**src/rtl/ahblite_timer_if.sv**
```systemverilog
// AHB-Lite slave-port bundle for the timer: address/data-phase inputs from the
// bus plus this slave's HREADYOUT/HRESP/HRDATA back to the slave multiplexer.
interface ahblite_timer_if;
    logic        HSEL;
    logic [31:0] HADDR;
    logic [1:0]  HTRANS;
    logic [2:0]  HSIZE;
    logic        HWRITE;
    logic [31:0] HWDATA;
    logic        HREADY;
    logic        HREADYOUT;
    logic        HRESP;
    logic [31:0] HRDATA;

    modport master (
        output HSEL, HADDR, HTRANS, HSIZE, HWRITE, HWDATA, HREADY,
        input  HREADYOUT, HRESP, HRDATA
    );

    modport slave (
        input  HSEL, HADDR, HTRANS, HSIZE, HWRITE, HWDATA, HREADY,
        output HREADYOUT, HRESP, HRDATA
    );
endinterface

```
**src/rtl/ahblite_timer.sv**
```systemverilog
// AHB-Lite timer slave: 32-bit down counter with reload, sticky flag and a
// registered interrupt. Legal word accesses complete with zero wait states;
// anything else gets the two-cycle ERROR response and leaves registers alone.
module ahblite_timer #(
    parameter int DIV = 1
) (
    input  logic            HCLK,
    input  logic            HRESET,
    ahblite_timer_if.slave  bus,
    output logic            TIMER_IRQ
);

    typedef enum logic [1:0] {
        ERR_IDLE,
        ERR_FIRST,
        ERR_SECOND
    } err_state_t;

    localparam logic [15:0] PRESCALE_LAST = 16'(DIV - 1);
    localparam logic [7:0]  ADDR_CTRL     = 8'h00;
    localparam logic [7:0]  ADDR_LOAD     = 8'h04;
    localparam logic [7:0]  ADDR_VALUE    = 8'h08;
    localparam logic [7:0]  ADDR_STATUS   = 8'h0C;

    err_state_t  err_state;
    err_state_t  err_next;

    logic        dp_active;
    logic        dp_illegal;
    logic        dp_write;
    logic [7:0]  dp_addr;

    logic        ctrl_en;
    logic        ctrl_ie;
    logic        ctrl_reload;
    logic [31:0] load_reg;
    logic [31:0] value_reg;
    logic        flag;
    logic [15:0] prescaler;

    logic        accept;
    logic        illegal_ap;
    logic        legal_wr;
    logic        wr_ctrl;
    logic        wr_load;
    logic        wr_status;
    logic        tick;
    logic        underflow;
    logic        unused_bits;

    assign accept     = bus.HSEL & bus.HREADY & bus.HTRANS[1];
    assign illegal_ap = (bus.HSIZE != 3'b010) | (bus.HADDR[1:0] != 2'b00)
                      | (bus.HADDR[7:0] > ADDR_STATUS);

    // Only the low address byte and HTRANS[1] matter to this slave.
    assign unused_bits = ^{bus.HADDR[31:8], bus.HTRANS[0]};

    // A write lands on the edge that ends its data phase, i.e. when HREADY is high.
    assign legal_wr  = dp_active & ~dp_illegal & dp_write & bus.HREADY;
    assign wr_ctrl   = legal_wr & (dp_addr == ADDR_CTRL);
    assign wr_load   = legal_wr & (dp_addr == ADDR_LOAD);
    assign wr_status = legal_wr & (dp_addr == ADDR_STATUS);

    assign tick      = ctrl_en & (prescaler == PRESCALE_LAST);
    assign underflow = tick & (value_reg == 32'd0);

    // Capture the address phase; a low HREADY stalls the pipeline so everything holds.
    always_ff @(posedge HCLK) begin
        if (HRESET) begin
            dp_active  <= 1'b0;
            dp_illegal <= 1'b0;
            dp_write   <= 1'b0;
            dp_addr    <= 8'h00;
        end else if (bus.HREADY) begin
            dp_active  <= accept;
            dp_illegal <= illegal_ap;
            dp_write   <= bus.HWRITE;
            dp_addr    <= bus.HADDR[7:0];
        end
    end

    // Error response state register.
    always_ff @(posedge HCLK) begin
        if (HRESET) begin
            err_state <= ERR_IDLE;
        end else begin
            err_state <= err_next;
        end
    end

    // Two-cycle ERROR sequence; ERR_SECOND can chain straight into another error.
    always_comb begin
        err_next      = err_state;
        bus.HREADYOUT = 1'b1;
        bus.HRESP     = 1'b0;
        case (err_state)
            ERR_IDLE: begin
                if (accept & illegal_ap) begin
                    err_next = ERR_FIRST;
                end
            end
            ERR_FIRST: begin
                bus.HREADYOUT = 1'b0;
                bus.HRESP     = 1'b1;
                err_next      = ERR_SECOND;
            end
            ERR_SECOND: begin
                bus.HRESP = 1'b1;
                if (accept & illegal_ap) begin
                    err_next = ERR_FIRST;
                end else begin
                    err_next = ERR_IDLE;
                end
            end
            default: begin
                err_next = ERR_IDLE;
            end
        endcase
    end

    // Read mux is combinational in the data phase and parks at zero otherwise.
    always_comb begin
        bus.HRDATA = 32'd0;
        if (dp_active & ~dp_illegal & ~dp_write) begin
            case (dp_addr)
                ADDR_CTRL:   bus.HRDATA = {29'd0, ctrl_reload, ctrl_ie, ctrl_en};
                ADDR_LOAD:   bus.HRDATA = load_reg;
                ADDR_VALUE:  bus.HRDATA = value_reg;
                ADDR_STATUS: bus.HRDATA = {31'd0, flag};
                default:     bus.HRDATA = 32'd0;
            endcase
        end
    end

    // Prescaler runs 0..DIV-1 while enabled and sits at zero while disabled.
    always_ff @(posedge HCLK) begin
        if (HRESET) begin
            prescaler <= 16'd0;
        end else if (!ctrl_en || tick) begin
            prescaler <= 16'd0;
        end else begin
            prescaler <= prescaler + 16'd1;
        end
    end

    // CTRL: a bus write wins over the one-shot auto-disable on underflow.
    always_ff @(posedge HCLK) begin
        if (HRESET) begin
            ctrl_en     <= 1'b0;
            ctrl_ie     <= 1'b0;
            ctrl_reload <= 1'b0;
        end else if (wr_ctrl) begin
            ctrl_en     <= bus.HWDATA[0];
            ctrl_ie     <= bus.HWDATA[1];
            ctrl_reload <= bus.HWDATA[2];
        end else if (underflow && !ctrl_reload) begin
            ctrl_en <= 1'b0;
        end
    end

    // LOAD only changes from the bus.
    always_ff @(posedge HCLK) begin
        if (HRESET) begin
            load_reg <= 32'd0;
        end else if (wr_load) begin
            load_reg <= bus.HWDATA;
        end
    end

    // VALUE: a LOAD write overrides whatever the tick would have done.
    always_ff @(posedge HCLK) begin
        if (HRESET) begin
            value_reg <= 32'd0;
        end else if (wr_load) begin
            value_reg <= bus.HWDATA;
        end else if (tick) begin
            if (value_reg != 32'd0) begin
                value_reg <= value_reg - 32'd1;
            end else if (ctrl_reload) begin
                value_reg <= load_reg;
            end
        end
    end

    // FLAG: setting on underflow wins over a simultaneous write-1-to-clear.
    always_ff @(posedge HCLK) begin
        if (HRESET) begin
            flag <= 1'b0;
        end else if (underflow) begin
            flag <= 1'b1;
        end else if (wr_status && bus.HWDATA[0]) begin
            flag <= 1'b0;
        end
    end

    // Interrupt is a registered copy of the gated flag, one cycle behind it.
    always_ff @(posedge HCLK) begin
        if (HRESET) begin
            TIMER_IRQ <= 1'b0;
        end else begin
            TIMER_IRQ <= flag & ctrl_ie;
        end
    end

endmodule

```
**src/flat_wrapper.sv**
```systemverilog
// flat-port wrapper written by rule: the top's interface ports become plain ports
module ahblite_timer_flat 
#(
    parameter int DIV = 1
)
  (HCLK, HRESET, TIMER_IRQ, bus_HSEL, bus_HADDR, bus_HTRANS, bus_HSIZE, bus_HWRITE, bus_HWDATA, bus_HREADY, bus_HREADYOUT, bus_HRESP, bus_HRDATA);
  ahblite_timer_if bus_i ();
  input  logic HCLK;
  input  logic HRESET;
  output logic TIMER_IRQ;
  input wire logic [$bits(bus_i.HSEL)-1:0] bus_HSEL;
  input wire logic [$bits(bus_i.HADDR)-1:0] bus_HADDR;
  input wire logic [$bits(bus_i.HTRANS)-1:0] bus_HTRANS;
  input wire logic [$bits(bus_i.HSIZE)-1:0] bus_HSIZE;
  input wire logic [$bits(bus_i.HWRITE)-1:0] bus_HWRITE;
  input wire logic [$bits(bus_i.HWDATA)-1:0] bus_HWDATA;
  input wire logic [$bits(bus_i.HREADY)-1:0] bus_HREADY;
  output wire logic [$bits(bus_i.HREADYOUT)-1:0] bus_HREADYOUT;
  output wire logic [$bits(bus_i.HRESP)-1:0] bus_HRESP;
  output wire logic [$bits(bus_i.HRDATA)-1:0] bus_HRDATA;
  assign bus_i.HSEL = bus_HSEL;
  assign bus_i.HADDR = bus_HADDR;
  assign bus_i.HTRANS = bus_HTRANS;
  assign bus_i.HSIZE = bus_HSIZE;
  assign bus_i.HWRITE = bus_HWRITE;
  assign bus_i.HWDATA = bus_HWDATA;
  assign bus_i.HREADY = bus_HREADY;
  assign bus_HREADYOUT = bus_i.HREADYOUT;
  assign bus_HRESP = bus_i.HRESP;
  assign bus_HRDATA = bus_i.HRDATA;
  ahblite_timer #(.DIV(DIV)) u_core (.HCLK(HCLK), .HRESET(HRESET), .bus(bus_i), .TIMER_IRQ(TIMER_IRQ));
endmodule
```
**config.mk**
```make
export PLATFORM = sky130hd
export DESIGN_NAME = ahblite_timer_flat
export DESIGN_NICKNAME = d
export VERILOG_FILES = /design/src/rtl/ahblite_timer_if.sv /design/src/rtl/ahblite_timer.sv /design/src/flat_wrapper.sv
export SDC_FILE = /design/constraint.sdc
export NUM_CORES = 1
export LEC_CHECK = 0
export CAP_MARGIN = 10
export CORE_ASPECT_RATIO = 0.75
export CORE_MARGIN = 1
export CORE_UTILIZATION = 58
export CTS_BUF_LIST = sky130_fd_sc_hd__clkbuf_16
export CTS_CLUSTER_SIZE = 40
export DETAILED_ROUTE_END_ITERATION = 7
export DONT_BUFFER_PORTS = 1
export GPL_ROUTABILITY_DRIVEN = 0
export GPL_TIMING_DRIVEN = 0
export PLACE_DENSITY = 0.76
export SYNTH_ARGS = -nofsm -noshare
export SYNTH_HDL_FRONTEND = slang
export SYNTH_SLANG_ARGS = --single-unit
```
**constraint.sdc**
```tcl
create_clock -name HCLK -period 2.5 [get_ports HCLK]
set_clock_uncertainty 0.05 [all_clocks]
set_input_delay 0.125 -clock HCLK [delete_from_list [all_inputs] [get_ports HCLK]]
set_output_delay 0.125 -clock HCLK [all_outputs]
set_load 0.02 [all_outputs]
```
==> flow_metrics.py, run 1 <==
metrics = {
    "setup_path": {
        "worstSetupStartpointType": "flip-flop",
        "crit_fanout": 7,
        "arrival_ns": 2.98,
        "crit_required_ns": 2.67,
        "setup.worst_path.end_class": "flip-flop",
        "crit_type": "reg -> reg",
    },
    "pwr": {
        "powerDensity_mw_per_mm2": 468.0,
        "leakagePower_uw": 0.002517,
        "finalPower_uw": 3403,
        "ir_worst_vdd_mv": 0.3834,
    },
    "timing": {
        "slew_headroom": 0.4623,
        "min_period_ns": 2.810,
        "worst_slew_pin_slew_ns": 0.7992,
        "rsz0062_at_grt": "true",
        "slew_viol_final": 0,
        "fmax_ghz": 0.3558,
        "hold_viol_final": 0,
        "worst_slack_ns": -0.3104,
        "fin_hold_ws_ns": 0.02778,
        "post-route-period-util": 1.124,
        "setup_viol": 44,
    },
    "cells_and_area": {
        "drive_gt1_frac": 0.1958,
        "multi_input_area_mm2": 0.003751,
        "layout_common_cells": "nand2_1 (97), dfxtp_1 (96), nor2_1 (58), a21oi_1 (55), dlygate4sd3_1 (45)",
        "seqCellArea_mm2": 0.001969,
        "final_util": 0.7940,
        "layout_commonest_cell": "nand2_1",
        "syn_to_final_growth_pct": 31.20,
        "num_antenna_cells": 0,
        "final_nets": 885,
        "fillCellCount": 616,
    },
    "routing": {
        "routed_via_density": 6.908,
        "wire_per_inst_um": 21.95,
        "dr.pass1.iters": 8,
        "drc": 2,
        "routed_wl_um": 20520,
        "drt-initial-drc-count": 1052,
        "num_vias": 6459,
        "ant_nets": 0,
    },
    "cts": {
        "cts.clk_slew.worst_paths_ns": 0.07,
        "cts_sinks": 98,
        "cts_buffer_depth": 2,
        "h-tree-depth": 3,
        "numCtsBuffers": 9,
        "clock_latency_ns": 0.36,
        "tritoncts": "done",
        "cts_root_buffer": "clkbuf_16",
    },
    "placed_design": {
        "io_buffers": 0,
        "dp_hpwl_um": 12810,
        "preCtsSetupSlack_ns": -0.4913,
    },
    "grt": {
        "grt.total_usage": 0.3841,
        "gr-total-overflow": 0,
        "antenna_found_initial": 0,
        "grt_max_degree": 20,
        "grt_pass1_wl_um": 29300,
        "grt_pass1_vias": 5575,
    },
    "floorplan": {
        "dieHeight_um": 86.66,
        "design.die.area_mm2": 0.009956,
        "io_pins": 109,
        "row_count": 30,
        "die_x_um": 114.9,
        "initial_utilization": 0.6052,
        "core_mm2": 0.009159,
    },
    "logic_synthesis": {
        "ys_seq_area_frac": 0.3540,
        "synth_warnings": 0,
        "synth_area_mm2": 0.005543,
        "synthFlopType": "dfxtp_1",
        "synthCells": 714,
        "synth_fp_nets": 797,
        "syn_area_per_cell_um2": 7.763,
        "synth_edf_count": 0,
        "ys_types": 72,
        "async_reset_ff_frac": 0,
        "yosys_register_bits": 98,
    },
    "worst_hold_path": {
        "hp-class": "in -> reg",
    },
    "flow_run": {
        "drv_cap": 0,
    },
    "status": {
        "status": "complete, but fails checks",
        "violations": "design-rule violations, negative setup slack",
    },
}
==> per-stage QoR <==
step / instance area [um2] / TNS [ns] / cells
floorplan: 5543 / 0 / 714
global placement: 5703 / -19.18 / 842
detailed placement: 5703 / -21.64 / 842
CTS: 6843 / -0.1655 / 913
global route: 7272 / -7.816 / 935
finish: 7272 / -6.259 / 935
==> path summary, 6_finish.rpt <==
kind / start / to / slack (ns) / cells past startpoint
min reg2reg: u_core.load_reg[13]$_SDFFE_PP0P_ / u_core.load_reg[13]$_SDFFE_PP0P_ / 0.42 / 2
max reg2reg: u_core.value_reg[0]$_SDFFE_PP0P_ / u_core.value_reg[10]$_SDFFE_PP0P_ / -0.31 / 10
min: bus_HWDATA[0] / u_core.flag$_SDFFE_PP0P_ / 0.03 / 3
max: u_core.value_reg[0]$_SDFFE_PP0P_ / u_core.value_reg[10]$_SDFFE_PP0P_ / -0.31 / 10
==> cell families after synthesis <==
family / Yosys count / synth area share
fa+ha+maj: 9 / 0.02032
simple gates: 309 / 0.2759
mux: 20 / 0.03860
compound gates: 192 / 0.2275
buf+inv: 64 / 0.04898
xor+xnor: 22 / 0.03476
flops: 98 / 0.3540
==> synthesized netlist by cell type, types with 3 or more instances <==
cell type  instances  area share
a211oi_1           7      0.0095
a21oi_1           56       0.051
a221oi_1           9       0.014
a22oi_1           30       0.041
a31oi_1           10       0.011
and2_1             3      0.0034
and3_1            10       0.011
buf_1              5      0.0034
buf_2              4      0.0036
buf_6              3      0.0061
clkbuf_1          39       0.026
dfxtp_1           98        0.35
ha_1               9       0.020
inv_1             12      0.0081
mux2i_1           18       0.033
nand2_1          100       0.068
nand3_1           21       0.019
nor2_1            88       0.060
nor2b_1            3      0.0034
nor3_1            22       0.020
nor4_1            17       0.019
nor4b_1            3      0.0047
o211ai_1          15       0.020
o21ai_0           21       0.019
o21ai_1           12       0.011
o311a_1            3      0.0054
o31ai_1            3      0.0041
or3_1             11       0.012
or4_1              7      0.0095
xnor2_1           13       0.021
xor2_1             9       0.014
==> worst max-delay path: stages, from the launching register on <==
cell and delay, ns:
dfxtp_4 0.37, inv_2 0.06, ha_1 0.14, or4b_4 0.50, or3_4 0.36, buf_6 0.15
nor4_4 0.38, o21ai_4 0.19, buf_6 0.18, o21ai_0 0.21, a31oi_1 0.09
==> power by group <==
part / internal [uW] / switching (uW) / total, uW
Clock: 977 / 635 / 1610
Sequential: 1570 / 14.6 / 1580
Combinational: 93.2 / 114 / 207
Total: 2640 / 764 / 3400
==> cell type report <==
class | count | area share
well taps | 128 | 0.02202
plain buffers | 49 | 0.03699
inverters | 12 | 0.006194
clock buffers | 9 | 0.03097
flip-flops and latches | 98 | 0.2708
multi-input cells | 553 | 0.5158
repair buffers | 79 | 0.1010
clock inverters | 7 | 0.01617
==> metal layers <==
metal,GRT usage,up-vias,routed length (um)
li1,-,2783,-
met1,0.5257,3008,8009
met2,0.5723,572,8899
met3,0.1140,96,2921
met4,0.1393,0,691
met5,0,-,0
==> what timing repair did <==
action                                  4_1_cts  5_1_grt
resized for setup                            87       64
setup buffers                                11       20
cloned                                        1        3
hold buffers                                 44        1
endpoints found under the hold margin        72        1
pin swaps                                    10       18
endpoints found under the setup margin       94       66
Power figures use the tool's default switching activity.
==> run 2, diff against run 1 <==
- HOLD_SLACK_MARGIN: not set -> 0.03
- PLACE_DENSITY: 0.76 -> 0.75
- REMOVE_ABC_BUFFERS: not set -> 1
==> run 2 against run 1 <==
Net effect: critical endpoint is now u_core.value_reg[8]$_SDFFE_PP0P_; design area down 1.8%; utilization down 1.4 points; fmax up 5.2%; routed wire length down 0.86%; sequential power about the same; the run ends with negative setup slack left; register-to-register slack better by 0.14 ns; highest routed layer unchanged; worst hold slack better by 0.032 ns; combinational power down 2%; first-iteration DRC count down 12%; non-clock buffer count down 40; via count down 2.4%.
==> flow_metrics.py, run 2 (synthesized netlist as in run 1, its figures left out) <==
metrics = {
    "setup_path": {
        "crit_fanout": 7,
        "crit_slowest_cell": "or4b_4",
        "crit_type": "reg -> reg",
        "crit_required_ns": 2.68,
        "setup.worst_path.end_class": "flip-flop",
        "arrival_ns": 2.85,
        "path_buf_inv": 3,
        "path_cells": "inv_4 > ha_4 > or4b_4 > or3_4 > nor4_4 > buf_4 > o21ai_4 > buf_12 > o21ai_2 > a31oi_1",
        "worstSetupStartpointType": "flip-flop",
        "cpPeakStageDelay_ns": 0.49,
        "path_delay_family": "simple AND/OR/NAND/NOR gates",
    },
    "cells_and_area": {
        "layout_common_cells": "nand2_1 (95), dfxtp_1 (92), nor2_1 (56), a21oi_1 (52), dlygate4sd3_1 (45)",
        "final_util": 0.7801,
        "layout_commonest_cell": "nand2_1",
        "drive_gt1_frac": 0.2198,
        "num_antenna_cells": 0,
        "design_area_mm2": 0.007144,
        "final_nets": 847,
        "syn_to_final_growth_pct": 28.89,
    },
    "routing": {
        "routed_via_density": 7.029,
        "dr.pass1.iters": 6,
        "drc": 0,
        "wire_per_inst_um": 22.68,
        "num_vias": 6305,
        "ant_nets": 0,
        "routed_wl_um": 20350,
        "drt-initial-drc-count": 922,
    },
    "cts": {
        "cts_sinks": 98,
        "clock_latency_ns": 0.36,
        "cts_buffer_depth": 2,
        "cts_root_buffer": "clkbuf_16",
        "cts.clk_slew.worst_paths_ns": 0.07,
        "numCtsBuffers": 9,
        "h-tree-depth": 3,
        "tritoncts": "done",
    },
    "floorplan": {
        "design.die.area_mm2": 0.009956,
        "io_pins": 109,
        "die_x_um": 114.9,
        "dieHeight_um": 86.66,
        "initial_utilization": 0.6052,
        "core_mm2": 0.009159,
        "row_count": 30,
    },
    "placed_design": {
        "postPlaceCellArea_mm2": 0.005482,
        "io_buffers": 0,
        "dp_hpwl_um": 10200,
    },
    "pwr": {
        "swShare": 0.2318,
        "seqPwrFrac": 0.481,
        "powerDensity_mw_per_mm2": 462.6,
        "leakagePower_uw": 0.002466,
        "ir_worst_vdd_mv": 0.4801,
        "p_int_uw": 2539,
        "clockPowerShare": 0.457,
        "switchingPower_uw": 766.1,
        "comb_power_share": 0.062,
    },
    "timing": {
        "worst_slew_pin_slew_ns": 0.7973,
        "hold_viol_final": 0,
        "slew_headroom": 0.4679,
        "worst_slack_ns": -0.1706,
        "slew_viol_final": 0,
        "setup_viol": 30,
        "post-route-period-util": 1.068,
        "fmax_ghz": 0.3744,
        "min_period_ns": 2.671,
        "rsz0062_at_grt": "true",
    },
    "worst_hold_path": {
        "hp-class": "in -> reg",
    },
    "grt": {
        "gr-total-overflow": 0,
        "antenna_found_initial": 0,
        "grt_pass1_wl_um": 28290,
        "grt_max_degree": 58,
        "grt_pass1_vias": 5689,
        "grt.total_usage": 0.3643,
    },
    "status": {
        "violations": "negative setup slack",
        "status": "complete, but fails checks",
    },
    "flow_run": {
        "drv_cap": 0,
    },
}
==> run 2: worst paths after layout <==
kind	from	endpoint	slack, ns	depth (start not counted)
setup reg to reg	u_core.value_reg[1]$_SDFFE_PP0P_	u_core.value_reg[8]$_SDFFE_PP0P_	-0.17	10
hold reg to reg	u_core.load_reg[5]$_SDFFE_PP0P_	u_core.load_reg[5]$_SDFFE_PP0P_	0.43	2
hold / removal	HRESET	u_core.value_reg[7]$_SDFFE_PP0P_	0.06	2
setup / recovery	u_core.value_reg[1]$_SDFFE_PP0P_	u_core.value_reg[8]$_SDFFE_PP0P_	-0.17	10
==> run 2: final cells by class <==
cell class	count	area (um2)
Sequential cell	98	1974
Inverter	12	50.05
Timing Repair Buffer	88	857.1
Clock inverter	7	93.84
Fill cell	630	2014
Multi-Input combinational cell	555	3784
Tap cell	128	160.2
Clock buffer	9	225.2
==> run 2: power groups by stage <==
stage                     Clock (uW)  Sequential [uW]  Combinational (uW)
final                           1510             1590                 203
after floorplan                    0             1620                61.7
after detailed placement           0             1620                81.3
after CTS                       1500             1590                 183
after global routing            1570             1590                 212
after global placement             0             1620                78.3
==> run 2: stage by stage <==
stage / hold slack [ns] / std cells / setup WS, ns / setup TNS [ns] / power, uW
after CTS: 0.03338 / 876 / -0.06041 / -0.6291 / 3273
after global routing: 0.07689 / 897 / -0.1763 / -3.341 / 3369
after floorplan: 0.1396 / 662 / -0.2030 / -2.914 / 1679
final: 0.05995 / 897 / -0.1706 / -2.362 / 3305
after global placement: 0.1498 / 790 / -1.190 / -43.46 / 1699
after detailed placement: 0.1530 / 790 / -1.328 / -45.03 / 1702
==> run 2: layer usage <==
layer	global-route usage	vias up	share of wire
met5	0	-	0
met4	0.1452	0	0.047
met3	0.1140	113	0.13
met2	0.5827	523	0.45
met1	0.4585	2953	0.37
li1	-	2716	-
==> run 2: repair_timing <==
item,4_1_cts,5_1_grt
setup endpoints to repair,79,65
buffers inserted,22,20
endpoints found under the hold margin,78,1
gates resized for setup,65,74
cloned,3,1
hold buffers,45,1
pin swaps,16,22
